## config.mk

```make
export PLATFORM = sky130hd
export DESIGN_NAME = seg7_scan_sched
export DESIGN_NICKNAME = d
export VERILOG_FILES = /design/src/rtl/seg7_scan_sched.sv
export SDC_FILE = /design/constraint.sdc
export NUM_CORES = 1
export LEC_CHECK = 0
export CORE_MARGIN = 10
export CORE_UTILIZATION = 50
export CTS_BUF_LIST = sky130_fd_sc_hd__clkbuf_8 sky130_fd_sc_hd__clkbuf_16
export DETAILED_ROUTE_END_ITERATION = 8
export HOLD_SLACK_MARGIN = 0.02
export PLACE_DENSITY = 0.73
export SLEW_MARGIN = 25
export SYNTH_ARGS = -nofsm -noshare
export SYNTH_HDL_FRONTEND = slang
export SYNTH_SLANG_ARGS = --single-unit
```

## constraint.sdc

```tcl
create_clock -name clk -period 3.3 [get_ports clk]
set_input_delay 0.825 -clock clk [delete_from_list [all_inputs] [get_ports clk]]
set_output_delay 0.825 -clock clk [all_outputs]
set_load 0.005 [all_outputs]
```

## src/rtl/seg7_scan_sched.sv

```systemverilog
// Time-multiplexed scan scheduler for a 4-digit 7-segment display.
// Snapshots digits once per frame, adds a dark guard interval per slot, leading-zero suppression and brightness PWM.
module seg7_scan_sched #(
   parameter int PRESCALE    = 50000,
   parameter int GUARD       = 16,
   parameter bit SEL_ACT_LOW = 1'b1
) (
   input  logic        clk,
   input  logic        RESET,
   input  logic [15:0] digits_in,
   input  logic [3:0]  dp_in,
   input  logic [3:0]  blank_in,
   input  logic        lz_suppress,
   input  logic [3:0]  bright,
   output logic [3:0]  hex_out,
   output logic        dp_out,
   output logic [3:0]  sel,
   output logic        seg_blank,
   output logic        frame_start
);

   localparam int          TW      = (PRESCALE > 1) ? $clog2(PRESCALE) : 1;
   localparam logic [TW-1:0] T_LAST  = TW'(PRESCALE - 1);
   localparam logic [TW-1:0] T_GUARD = TW'(GUARD);
   localparam logic [TW-1:0] T_ONE   = TW'(1);
   localparam logic [3:0]  SEL_OFF = SEL_ACT_LOW ? 4'b1111 : 4'b0000;

   logic [1:0]    s;
   logic [TW-1:0] t;
   logic [3:0]    p;
   logic [15:0]   sh_digits;
   logic [3:0]    sh_dp;
   logic [3:0]    sh_blank;

   logic          snap;
   logic          on;
   logic          lit;
   logic [15:0]   cur_digits;
   logic [3:0]    cur_dp;
   logic [3:0]    cur_blank;
   logic [3:0]    cur_hex;
   logic [3:0]    p_eff;
   logic [3:0]    supp;
   logic [3:0]    onehot;

   // The snapshot cycle already displays the freshly captured values.
   assign snap       = (s == 2'd0) && (t == '0);
   assign cur_digits = snap ? digits_in : sh_digits;
   assign cur_dp     = snap ? dp_in     : sh_dp;
   assign cur_blank  = snap ? blank_in  : sh_blank;
   assign cur_hex    = cur_digits[{s, 2'b00} +: 4];

   generate
      if (GUARD == 0) begin : g_no_guard
         assign on = 1'b1;
      end else begin : g_guard
         assign on = (t >= T_GUARD);
      end
   endgenerate

   // PWM phase restarts at the first ON cycle of every slot.
   assign p_eff  = (t == T_GUARD) ? 4'd0 : p;
   assign onehot = 4'b0001 << s;

   // NOTE: every variable written here gets a default first so no latch is inferred.
   always_comb begin
      supp    = 4'b0000;
      supp[3] = lz_suppress && (cur_digits[15:12] == 4'h0);
      supp[2] = supp[3]     && (cur_digits[11:8]  == 4'h0);
      supp[1] = supp[2]     && (cur_digits[7:4]   == 4'h0);
   end

   assign lit = on && !cur_blank[s] && !supp[s] && (p_eff <= bright);

   // NOTE: sequential state uses non-blocking assignments so all registers update from pre-edge values.
   always_ff @(posedge clk) begin
      if (RESET) begin
         s           <= 2'd0;
         t           <= '0;
         p           <= 4'd0;
         sh_digits   <= 16'h0000;
         sh_dp       <= 4'b0000;
         sh_blank    <= 4'b0000;
         hex_out     <= 4'h0;
         dp_out      <= 1'b0;
         sel         <= SEL_OFF;
         seg_blank   <= 1'b1;
         frame_start <= 1'b0;
      end else begin
         if (t == T_LAST) begin
            t <= '0;
            s <= s + 2'd1;
         end else begin
            t <= t + T_ONE;
         end
         if (on) begin
            p <= p_eff + 4'd1;
         end
         if (snap) begin
            sh_digits <= digits_in;
            sh_dp     <= dp_in;
            sh_blank  <= blank_in;
         end
         hex_out     <= cur_hex;
         dp_out      <= lit && cur_dp[s];
         sel         <= lit ? (onehot ^ SEL_OFF) : SEL_OFF;
         seg_blank   <= !lit;
         frame_start <= snap;
      end
   end

endmodule

```

Word-level counts from Yosys, hierarchy flattened
Cells that the tools add are included.
{"block": "totals", "word_cells": 51, "reg_bits": 57, "inputBits": 31}
{"block": "op_classes", "n_reduce_logical": 18, "bitwise_logic": 2, "eq_ne": 2, "order_cmp": 3, "n_addsub": 3, "mux": 10, "shift": 2}
{"cell": "adder 16 x 1 -> 16 bit, second input constant", "n": 1}
{"cell": "== test 16 bit, second input constant", "n": 1}
{"cell": "== test 16 x 5 -> 1 bit, second input constant", "n": 1}
{"cell": "greater-or-equal comparator 16 x 5 -> 1 bit, second input constant", "n": 1}
{"cell": "zero test 16 bit", "n": 1}
{"cell": "2-to-1 mux 16 bit", "n": 1}
{"cell": "variable part select 16 x 5 -> 4 bit", "n": 1}
{"cell": "zero test 4 bit", "n": 3}
{"cell": "2-to-1 mux 4 bit", "n": 3}
{"cell": "logical AND 1 bit", "n": 8}
{"cell": "binary-select mux 1 bit (select 2 bit)", "n": 3}
{"cell": "adder 4 x 1 -> 4 bit, second input constant", "n": 1}
{"cell": "<= comparator 4 bit", "n": 1}
{"cell": "NOT 4 bit", "n": 1}
{"cell": "OR reduction 2 bit", "n": 2}
{"cell": "left shift 1 x 2 -> 4 bit, first input constant", "n": 1}
{"cell": "zero test 1 bit", "n": 3}
{"cell": "less-than comparator 2 x 3 -> 1 bit, second input constant", "n": 1}
{"cell": "2-to-1 mux 1 bit", "n": 3}
{"cell": "adder 2 x 1 -> 2 bit, second input constant", "n": 1}
{"cell": "zero test 2 bit", "n": 1}
{"cell": "NOT 1 bit", "n": 1}

Depth between registers and ports, before layout
{"block": "logic_depth", "word_depth": 14, "ltp_mapped": 13, "depth_no_buf": 13}

Worst setup path before layout
OpenSTA, ideal clock, no wires.
{"block": "synth_timing", "path_type": "register -> register", "from": "reg t[7]", "to": "reg dp_out", "arrival_time_ns": 2.451, "setup_ns": 0.061, "stages_incl_launch_ff": 12, "synth_period_minus_slack_ns": 2.513, "required_time_ns": 3.239, "n_path_buf": 0, "setup_slack_ns": 0.787, "cell_sequence": "dfxtp_1 > nor4_4 > and4b_1 > nand3_1 > and2_1 > ha_1 > nor2b_1 > o21a_1 > o21a_1 > o21ai_0 > o311a_2 > nor2b_4"}
{"block": "synth_via", "elab_chain_cells": 13, "elab_cells_between_ends": 27}
{"element": "start: declaration", "line": "29", "source": "logic [TW-1:0] t;"}
{"element": "start signal: assignment", "line": "94", "source": "t <= t + T_ONE;"}
{"element": "zero test 16 bit", "line": "47", "source": "assign snap = (s == 2'd0) && (t == '0);"}
{"element": "logical AND 1 bit", "line": "47"}
{"element": "2-to-1 mux 16 bit"}
{"element": "zero test 4 bit", "line": "68", "source": "supp[3] = lz_suppress && (cur_digits[15:12] == 4'h0);"}
{"element": "logical AND 1 bit", "line": "68"}
{"element": "logical AND 1 bit", "line": "69", "source": "supp[2] = supp[3] && (cur_digits[11:8] == 4'h0);"}
{"element": "logical AND 1 bit", "line": "70", "source": "supp[1] = supp[2] && (cur_digits[7:4] == 4'h0);"}
{"element": "binary-select mux 1 bit (select 2 bit)", "line": "73", "source": "assign lit = on && !cur_blank[s] && !supp[s] && (p_eff <= bright);"}
{"element": "2-to-1 mux 1 bit (implied by the code)", "line": "73"}
{"element": "zero test 1 bit", "line": "73"}
{"element": "logical AND 1 bit (2 in a row)", "line": "73"}
{"element": "logical AND 1 bit *", "line": "105", "source": "dp_out <= lit && cur_dp[s];"}
{"element": "end signal: assignment", "line": "105"}
{"element": "end: declaration", "line": "16", "source": "output logic dp_out,"}
Mark *: on every way between the ends. The rest lies on a longest branch, timed or not. The select of a mux whose other input is x is not followed.
A chain may end at the register's enable or synchronous reset.

Worst setup path after layout
Ends and elaborated chain as after synthesis.

==> summary.md <==
| Metric | Value |
|---|---|
| Outcome | finished clean |
| Global route total overflow | 0 |
| TritonCTS clock tree | done |
| Synth Warn # | 0 |
| Critical path's top delay family | simple AND/OR/NAND/NOR gates |
| Largest net degree at the start of global routing | 29 |
| Dpl ws | 440.2 ps |
| RSZ-0062 raised after global routing | no |
| Max clock buf depth | 2 |
| Worst EP arrival | ~3200 ps |
| Sequential-to-total area share from yosys stat | 44.08% |
| EDFF count, synth | 0 |
| Clk slew on worst S/H paths | 60 ps |
| Inst Count DP | ~380 |
| Hold WC Path Type | register to register |
| Synth area leader | dfxtp_1 |
| Post-CTS Hold Fix Bufs | 0 |
| Final worst path period share | 87.47% |
| Initial Util | between 50% and 60% |
| Die span in y | 91.96 um |
| CP startpoint kind | register |
| Share of cells above drive strength 1 | 8.359% |
| #FFs+latches synth | 57 |
| Mapped Cells | 270 |
| CP peak stage delay | around 360 ps |
| Synth Flop Type | dfxtp_1 |
| Cell breakdown of the critical path | nor4_4 -> and4b_1 -> nand3_1 -> and2_1 -> ha_1 -> nor2b_1 -> o21a_1 -> o21a_1 -> o21ai_0 -> o311a_2 -> nor2b_4 |
| Starting DRT DRC Count | 60 |
| Most frequent cell after synthesis | dfxtp_1 |
| Min Tclk post-route | approximately 2900 ps |
| TritonCTS buffer count | 9 |
| Leak pwr | between 1 and 1.5 nW |
| Least-Margin Pin Slew | between 500 and 600 ps |
| Port buffer count | 41 |
| Number of global-route vias before repair | around 1900 |
| Maximum vdd drop | between 0.3 and 0.4 mV |
| Crit path capture type | register |
| Area growth syn-to-layout | 27.45% |
| Global-route wire length before repair | around 8900 um |
| Die width | roughly 92 um |
| Max Cap Viol | 0 |
| Post-route setup slack | ~410 ps |
| Area of the multi-input gates | roughly 1400 um^2 |
| # IOs | between 40 and 50 |
| GRT Total Usage | a little over an eighth |
| Vias per cell | slightly above 5 |
| Fillers | 442 |
| Post-Layout Cell Count | ~390 |
| Post_cts resized | 0 |
| Reg area | around 1100 um^2 |
| Relative slew slack | ~63% |
| Slowest cell on crit path | dfxtp_1 |
| H-Tree Depth | 3 |
| Avg Synthesized Cell Area | around 9.6 um^2 |
| Commonest cells in the netlist | 57 x dfxtp_1, 55 x nor2_1, 25 x nand2_1 |
| Max-slew violations | 0 |
| Core Region | 5075 um^2 |
| Clock Skew | 7.691 ps |
| DR pass1 iterations | 4 |
| Detail Route Antenna Nets | 0 |
| Final-report hold violation count | 0 |
| CP most frequent cell | o21a_1 |
| Die area | ~8500 um^2 |
| Routed WL per cell | between 10 and 15 um |
| Setup TNS | 0 ps |
| Dpl cell area | 3073 um^2 |
| Fraction of registers with async set or reset after synthesis | 0% |
| CP Buf/Inv Count | 0 |
| Final instance area | 3299 um^2 |
| Power Density | a little over 500 nW/um^2 |
| Hpwl dp | 4067 um |
| Synth unique cells | 41 |
| Area contributors post-synth | dfxtp_1 44%, mux2i_1 8.9%, nor2_1 8.0% |
| Antenna fix cells | 0 |
| Crit path kind | register to register |
| Routability cong. | slightly above 0.8 |
| # DRC | 0 |
| FMAX | about 350 MHz |
| CP max FO | 6 |
| Row cnt | 26 |
| Post-CTS Repair Setup Buffers | 0 |
| Clock tree sinks | 57 |
| Final #Nets | 360 |
| Clock latency on the worst-skew pair | ~330 ps |
| CP required | ~3600 ps |
| Initial antenna violation count | 0 |
| Synthesized area | ~2600 um^2 |
| Syn nets | between 300 and 400 |
| Setup violations, final | 0 |
| Synth top area share | 44.08% |
| Final WL | roughly 5400 um |
| Cell chosen for the clock root | clkbuf_8 |
| Via count | approximately 2000 |
==> worst min-delay path, cell delays in order (launching register included) <==
cell,delay [ps]
dfxtp_1,310
nand2_1,50
a21oi_1,50
==> final cells by class <==
cell class	count	area share, %
Clock buffer	14	5.840
Clock inverter	2	1.024
Inverter	11	1.251
Multi-Input combinational cell	194	40.92
Sequential cell	57	34.58
Tap cell	70	2.655
Timing Repair Buffer	45	13.73
==> layout by cell type, fill, tap and decap left out, types with 9 or more instances in the layout <==
cell	netlist	final
mux2i_1	23	23
clkdlybuf4s50_1	0	41
nor2_1	55	55
dfxtp_1	57	57
nand2_1	25	25
nand3_1	9	9
ha_1	11	11
inv_1	8	9
clkbuf_8	0	14
==> cells by family (layout without fill, tap and decap cells) <==
kind of cell,Yosys count,in the layout,synth area share [%]
buffers and inverters,19,72,3.770
adders and majority gates,11,11,5.317
and+or+nand+nor,122,122,22.43
muxes,29,29,14.69
DFF,57,57,44.08
xor gates and xnor gates,16,16,5.413
AOI/OAI and AO/OA,16,16,4.302
==> path summary, 6_finish.rpt <==
path          startpoint     endpoint  slack [ps]  depth (start not counted)
min reg2reg  sh_blank[0]  sh_blank[0]         460                          2
min          sh_blank[0]  sh_blank[0]         460                          2
max                 t[7]       dp_out         410                         11
max reg2reg         t[7]       dp_out         410                         11
==> state kept, by name, summed over array words and instances (netlist names) <==
| signal | count |
|---|---|
| sh_blank | 4 |
| p | 4 |
| s | 2 |
| sh_digits | 16 |
| sel | 4 |
| hex_out | 4 |
| sh_dp | 4 |
| t | 16 |
| frame_start | 1 |
| seg_blank | 1 |
| dp_out | 1 |
==> per-layer routing <==
metal / track usage, % / part of all wire, %
met2: 19.06 / 44
met5: 0 / 0
met1: 16.72 / 49
met3: 3.586 / 4.8
met4: 8.098 / 1.8
==> stage by stage <==
| step | hold slack, ps | total power [mW] | util [%] |
|---|---|---|---|
| 5_1_grt | 487.9 | 1.738 | 65.01 |
| 4_1_cts | 464.7 | 1.684 | 65.01 |
| 3_3_place_gp | 436.4 | 0.9662 | 60.55 |
| 6_report | 459.7 | 1.664 | 65.01 |
| 3_5_place_dp | 456.1 | 0.9699 | 60.55 |
| 2_1_floorplan | 428.6 | 0.8924 | - |
==> power by group <==
group          leakage (nW)  internal, mW  switching [mW]
Clock                 0.120         0.449           0.262
Sequential            0.466         0.725          0.0167
Combinational         0.762         0.116          0.0961
Total                  1.35          1.29           0.374
Power figures use the tool's default switching activity.
